==> src/rtl/eccop_amm_arb.sv <==
// rtl/eccop_amm_arb.sv - two-master Avalon-MM round-robin arbiter, optional m1 lock under ECCOP_ARB_LOCK_EN
module eccop_amm_arb #(
   parameter int aw       = 32,
   parameter int dw       = 4,
   parameter int MAX_LOCK = 4
) (
   input  logic            clk,
   input  logic            sreset_n,
   input  logic [aw-1:0]   m0_address,
   input  logic [dw-1:0]   m0_byteenable,
   input  logic [8*dw-1:0] m0_writedata,
   input  logic            m0_write,
   input  logic            m0_read,
   output logic [8*dw-1:0] m0_readdata,
   output logic            m0_waitrequest,
   input  logic [aw-1:0]   m1_address,
   input  logic [dw-1:0]   m1_byteenable,
   input  logic [8*dw-1:0] m1_writedata,
   input  logic            m1_write,
   input  logic            m1_read,
   output logic [8*dw-1:0] m1_readdata,
   output logic            m1_waitrequest,
`ifdef ECCOP_ARB_LOCK_EN
   input  logic            m1_lock,
`endif
   output logic [aw-1:0]   out_address,
   output logic [dw-1:0]   out_byteenable,
   output logic [8*dw-1:0] out_writedata,
   output logic            out_write,
   output logic            out_read,
   input  logic [8*dw-1:0] out_readdata,
   input  logic            out_waitrequest
);

`ifdef ECCOP_ARB_LOCK_EN
   typedef enum logic [1:0] {s_idle = 2'd0, s_busy = 2'd1, s_hold = 2'd2} state_t;
   localparam int LW = $clog2(MAX_LOCK + 1);
   logic [LW-1:0] lock_cnt, lock_cnt_n;
`else
   typedef enum logic {s_idle = 1'b0, s_busy = 1'b1} state_t;
`endif

   // A lock limit of zero would never let m1 complete a locked sequence
   if (MAX_LOCK < 1) begin : g_bad_max_lock
      $error("MAX_LOCK must be at least 1");
   end

   state_t state, state_n;
   logic   gnt, gnt_n;
   logic   last_gnt, last_gnt_n;
   logic   req_0, req_1, sel_req;

   assign req_0   = m0_read | m0_write;
   assign req_1   = m1_read | m1_write;
   assign sel_req = gnt ? req_1 : req_0;

   // Read data is broadcast; only the granted master's completion cycle qualifies it
   assign m0_readdata = out_readdata;
   assign m1_readdata = out_readdata;

   // State, grant and fairness registers
   always_ff @(posedge clk) begin
      if (!sreset_n) begin
         state    <= s_idle;
         gnt      <= 1'b0;
         last_gnt <= 1'b1;
`ifdef ECCOP_ARB_LOCK_EN
         lock_cnt <= '0;
`endif
      end else begin
         state    <= state_n;
         gnt      <= gnt_n;
         last_gnt <= last_gnt_n;
`ifdef ECCOP_ARB_LOCK_EN
         lock_cnt <= lock_cnt_n;
`endif
      end
   end

   // Next-state: arbitrate in idle, wait for completion in busy, keep m1 in hold
   always_comb begin
      state_n    = state;
      gnt_n      = gnt;
      last_gnt_n = last_gnt;
`ifdef ECCOP_ARB_LOCK_EN
      lock_cnt_n = lock_cnt;
`endif
      case (state)
         s_idle: begin
            if (req_0 | req_1) begin
               gnt_n   = (req_0 & req_1) ? ~last_gnt : req_1;
               state_n = s_busy;
            end
         end
         s_busy: begin
            if (!sel_req) begin
               // granted master abandoned its request: no completion, fairness untouched
               state_n = s_idle;
            end else if (!out_waitrequest) begin
               last_gnt_n = gnt;
               state_n    = s_idle;
`ifdef ECCOP_ARB_LOCK_EN
               lock_cnt_n = '0;
               if (gnt && m1_lock && (int'(lock_cnt) + 1 < MAX_LOCK)) begin
                  lock_cnt_n = lock_cnt + 1'b1;
                  state_n    = s_hold;
               end
`endif
            end
         end
`ifdef ECCOP_ARB_LOCK_EN
         s_hold: begin
            if (req_1) begin
               gnt_n   = 1'b1;
               state_n = s_busy;
            end else if (!m1_lock) begin
               lock_cnt_n = '0;
               state_n    = s_idle;
            end
         end
`endif
         default: state_n = s_idle;
      endcase
   end

   // Output mux: only the granted master reaches the interconnect, and only while busy
   always_comb begin
      out_address    = '0;
      out_byteenable = '0;
      out_writedata  = '0;
      out_write      = 1'b0;
      out_read       = 1'b0;
      m0_waitrequest = 1'b1;
      m1_waitrequest = 1'b1;
      if (state == s_busy) begin
         if (gnt) begin
            out_address    = m1_address;
            out_byteenable = m1_byteenable;
            out_writedata  = m1_writedata;
            out_write      = m1_write;
            out_read       = m1_read;
            m1_waitrequest = out_waitrequest;
         end else begin
            out_address    = m0_address;
            out_byteenable = m0_byteenable;
            out_writedata  = m0_writedata;
            out_write      = m0_write;
            out_read       = m0_read;
            m0_waitrequest = out_waitrequest;
         end
      end
   end

endmodule

==> config.mk <==
export PLATFORM = sky130hd
export DESIGN_NAME = eccop_amm_arb
export DESIGN_NICKNAME = d
export VERILOG_FILES = /design/src/rtl/eccop_amm_arb.sv
export SDC_FILE = /design/constraint.sdc
export NUM_CORES = 1
export LEC_CHECK = 0
export CORE_AREA = 2 2 121 123
export CTS_CLUSTER_SIZE = 24
export DETAILED_ROUTE_END_ITERATION = 12
export DIE_AREA = 0 0 123 125
export GPL_TIMING_DRIVEN = 0
export MAX_ROUTING_LAYER = met4
export PLACE_DENSITY = 0.58
export REMOVE_ABC_BUFFERS = 1
export SLEW_MARGIN = 20
export SYNTH_ARGS = -nofsm -noshare
export SYNTH_HDL_FRONTEND = slang
export SYNTH_SLANG_ARGS = --single-unit
==> constraint.sdc <==
create_clock -name clk -period 1.75 [get_ports clk]
set_input_delay 0.35 -clock clk [delete_from_list [all_inputs] [get_ports clk]]
set_output_delay 0.35 -clock clk [all_outputs]
set_load 0.02 [all_outputs]
# Word level (Yosys, flattened, before mapping)
# Cells that the tools add are included.
word_totals:
  register_bits: 3
  in_bits: 175
  word_cells: 32
op_classes:
  mux: 20
  bitwise_logic: 7
  n_reduce_logical: 2
op_table:
  columns: ["op", "count"]
  rows:
  - ["2-to-1 mux 32 bit", 4]
  - ["2-to-1 mux 1 bit", 13]
  - ["2-to-1 mux 4 bit", 2]
  - ["inverter 1 bit", 3]
  - ["OR 1 bit", 3]
  - ["AND reduction 3 bit", 1]
  - ["one-hot mux 1 bit (2 select lines)", 1]
  - ["AND reduction 2 bit", 1]
  - ["bitwise AND 1 bit", 1]

# Logic depth before layout (Yosys ltp)
depth:
  depth_word: 4
  depth_mapped: 5
  depth_no_buf: 3

# Worst setup path before layout
# OpenSTA, ideal clock, no wires.
synth_path:
  kind: "reg2out"
  startpoint: "reg gnt"
  endpoint: "out out_address[0]"
  t_arrival_ns: 1.116
  setup_slack_ns: 0.284
  path_stages_with_launch: 6
  n_path_buf: 3
  path_cell_list: "dfxtp_1 -> buf_6 -> buf_8 -> buf_8 -> mux2i_1 -> nor2b_1"
synth_via:
  elab_chain_len: 2
synth_rtl:
  columns: ["element", "line", "rtl"]
  rows:
  - ["start, declared", "49", "logic gnt, gnt_n;"]
  - ["start signal, assigned", "72", "gnt <= gnt_n;"]
  - ["2-to-1 mux 32 bit", "136", "if (gnt) begin"]
  - ["2-to-1 mux 32 bit", "135", "if (state == s_busy) begin"]
  - ["end, declared", "26", "output logic [aw-1:0] out_address,"]
# Every way passes these cells.

# Worst setup path in the final report
layout_path:
  startpoint: "reg gnt"
  endpoint: "out out_writedata[18]"
layout_via:
  elab_chain_len: 2
layout_rtl:
  columns: ["element", "line", "rtl"]
  rows:
  - ["2-to-1 mux 32 bit", "136", null]
  - ["2-to-1 mux 32 bit", "135", null]
  - ["end, declared", "28", "output logic [8*dw-1:0] out_writedata,"]
# Every way passes these cells.

==> implementation parameters <==
Parameter                              Value

Layout
  Layout-stage area growth over the synthesis result    114.2%
  Number of nets at the end of the flow    583
  Fillers    1501
  Share of final-layout standard cells stronger than drive strength 1    0.2801
  Post-Route Utilization    0.2906
  Post-Layout Cell Count    592

Setup path
  CP Cell Sequence    bufbuf_16 -> mux2i_1 -> nor2b_1 -> clkdlybuf4s15_2
  Required time of the critical path    1400 ps
  CP max FO    9
  Max stage delay on crit path    380 ps
  Worst Setup Path Type    reg2out
  Slowest cell on crit path    sky130_fd_sc_hd__dfxtp_4
  Startpoint class of the critical path    flip-flop
  Worst Path Arrival    1400 ps
  Cell family with most CP delay    buffers and inverters
  Number of buffers and inverters on the critical path    2
  Setup crit end kind    output port

Global route
  Global route total overflow    0
  First-pass GRT wire length    15.05 mm
  Vias in the first global route    2410
  Number of antenna violations at the first check in global routing    0
  Largest net degree at the start of global routing    32
  Global Route Usage Sum    0.1394

STA
  Smallest hold slack    502.1 ps
  Time the worst path needs with I/O delays and setup    1753 ps
  Worst max-slew margin expressed relative to the limit    0.8088
  Max Clock Skew    0.3704 ps
  Achievable frequency    570.3 MHz
  Final Slew Violations    0
  Number of hold violations in the final report    0
  Final count of negative-setup-slack endpoints    6
  Tcrit/Tclk final    1.002
  Least setup slack across all paths after layout    -3.488 ps
  Transition time at the pin with the least slew margin    285.7 ps
  RSZ-0062 raised after global routing    yes

Logic synthesis
  Mean area per synthesized cell    7.929 sq um
  Largest area contributor in the synthesized netlist    sky130_fd_sc_hd__mux2i_1
  Netlist Area Pre-Place    1927 sq um
  Area share of the leading cell type in the synthesized netlist    0.3636
  Warnings from Yosys    0
  Synthesis-stage register bit count    3
  Register area share after synthesis    0.03117
  Distinct cell type count of the synthesized netlist    21
  Number of cells produced by synthesis    243
  Top area cells in the synthesized netlist    sky130_fd_sc_hd__mux2i_1, sky130_fd_sc_hd__buf_4, sky130_fd_sc_hd__nor2b_1, sky130_fd_sc_hd__dfxtp_1, sky130_fd_sc_hd__buf_8

Floorplanning
  Standard-cell rows    44
  Die W    123 um
  IO Pins    311
  Initial core utilization    0.1357
  Total die area    15380 sq um
  Die extent in y    125 um
  Placeable Area    14200 sq um

CTS
  Library cell used as clock root buffer    sky130_fd_sc_hd__clkbuf_16
  CTS Sinks    3
  Clock transition at the registers of the reported paths    30 ps
  Source-to-sink clock delay at the later pin of the worst-skew pair    230 ps
  CTS hold repair buffers    0
  Maximum number of buffers from clock root to sink    2
  Number of H-tree levels    1
  TritonCTS clock tree    yes
  TritonCTS Buffers    3

Power and ir drop
  Worst VDD drop    270.6 uV
  Total power    1.635 mW
  Leakage dissipation    1.603 nW
  Total power density per cell area    396.0 nW/um^2

Detailed routing
  Via density    3.943
  Remaining antenna violation count    0
  Detailed-route wire length    11.66 mm
  Number of DRC markers after the initial detailed-route iteration    55
  # DRC    0
  Detailed-router iteration count before antenna repair    4
  Number of vias in the routed layout    2334
  Drt wl/cell    19.70 um

Placed design
  Detailed-placement wirelength estimate    8.035 mm
  Cell count after placement    562
  RD Place Congestion    0.7050
  Port-buffer cells    214

Job
  Number of max-cap violations    0

Worst hold path
  Tightest Hold Check Type    reg2reg

Run status
  Status    finished with violations
  Failing checks    negative setup slack
==> cells in the mapped netlist <==
library cell	number
sky130_fd_sc_hd__buf_2	2
sky130_fd_sc_hd__nor3_2	1
sky130_fd_sc_hd__nor2b_1	71
sky130_fd_sc_hd__dfxtp_1	3
sky130_fd_sc_hd__a21oi_1	1
sky130_fd_sc_hd__or3_1	1
sky130_fd_sc_hd__a211oi_2	1
sky130_fd_sc_hd__nand2_1	2
sky130_fd_sc_hd__nand2b_1	2
sky130_fd_sc_hd__buf_6	1
sky130_fd_sc_hd__o21a_1	2
sky130_fd_sc_hd__o21ai_0	2
sky130_fd_sc_hd__buf_4	67
sky130_fd_sc_hd__nor2_1	2
sky130_fd_sc_hd__inv_1	1
sky130_fd_sc_hd__nand3b_1	1
sky130_fd_sc_hd__buf_8	4
sky130_fd_sc_hd__nand4_1	1
sky130_fd_sc_hd__clkbuf_1	7
sky130_fd_sc_hd__a21boi_1	1
sky130_fd_sc_hd__mux2i_1	70
==> final timing paths <==
path / from / endpoint / slack, ps / depth (start not counted)
setup reg to reg: gnt / state / 370 / 6
hold reg to reg: last_gnt / last_gnt / 500 / 2
setup / recovery: gnt / out_writedata[18] / -3 / 4
hold / removal: last_gnt / last_gnt / 500 / 2
==> worst min-delay path: cells and delay by family, from the launching register on <==
kind	cells	cell delay (ps)
DFF	1	340
and+or+nand+nor	2	120
==> where the power goes <==
part / total [mW] / internal, mW / switching, mW
Clock: 0.369 / 0.301 / 0.0676
Sequential: 0.0837 / 0.0738 / 0.00984
Combinational: 1.18 / 0.703 / 0.479
Total: 1.63 / 1.08 / 0.557
==> flip-flops by register name, indices dropped and copies added, names as in the netlist <==
signal,flops
gnt,1
last_gnt,1
state,1
==> kinds of logic (layout without fill, tap and decap cells) <==
kind of cell	count (synthesis)	in the layout	share of synthesized area
buffers and inverters	82	246	0.3188
DFF	3	3	0.03117
AOI/OAI and AO/OA	7	7	0.02597
and+or+nand+nor	81	81	0.2604
muxes	70	70	0.3636
other	0	1	0
==> area by class of cell <==
cell class / count / area (sq um) / share of cell area
Antenna cell: 1 / 2.502 / 0.0006062
Tap cell: 184 / 230.2 / 0.05577
Sequential cell: 3 / 67.56 / 0.01637
Multi-Input combinational cell: 158 / 1320 / 0.3198
Timing Repair Buffer: 241 / 2425 / 0.5875
Clock buffer: 4 / 78.83 / 0.01910
Inverter: 1 / 3.754 / 0.0009094
==> layout by cell type, fill, tap and decap left out, types with 3 or more instances in the layout <==
cell and instances:
sky130_fd_sc_hd__clkdlybuf4s50_1 141, sky130_fd_sc_hd__nor2b_1 70, sky130_fd_sc_hd__mux2i_1 61, sky130_fd_sc_hd__buf_2 43, sky130_fd_sc_hd__buf_4 22, sky130_fd_sc_hd__clkdlybuf4s15_2 9, sky130_fd_sc_hd__buf_12 9, sky130_fd_sc_hd__mux2i_2 6
sky130_fd_sc_hd__clkbuf_16 6, sky130_fd_sc_hd__buf_16 6, sky130_fd_sc_hd__mux2i_4 3, sky130_fd_sc_hd__buf_6 3
==> metrics by stage <==
stage / cell area, sq um / setup slack, ps / setup TNS (ps)
floorplan: 1316 / -1822 / -134990
global route: 4125 / -89.25 / -1409
detailed placement: 3749 / -704.1 / -35020
finish: 4128 / -3.488 / -12.72
CTS: 3956 / -42.70 / -437.2
global placement: 3689 / -3320 / -222080
==> per-layer routing <==
metal  vias to the layer above  GRT usage  part of all wire
met1                      1046     0.1534              0.39
li1                       1072          -                 -
met4                         0    0.01604            0.0054
met3                         9     0.1013              0.17
met5                         -          -                 0
met2                       207     0.2099              0.44
==> repair_timing <==
action                                  4_1_cts  5_1_grt
gates cloned                                  6        3
setup buffers                                13        4
endpoints found under the setup margin       72       41
gates resized for setup                     294       26
Note: power is estimated with default switching activity, not from simulation.
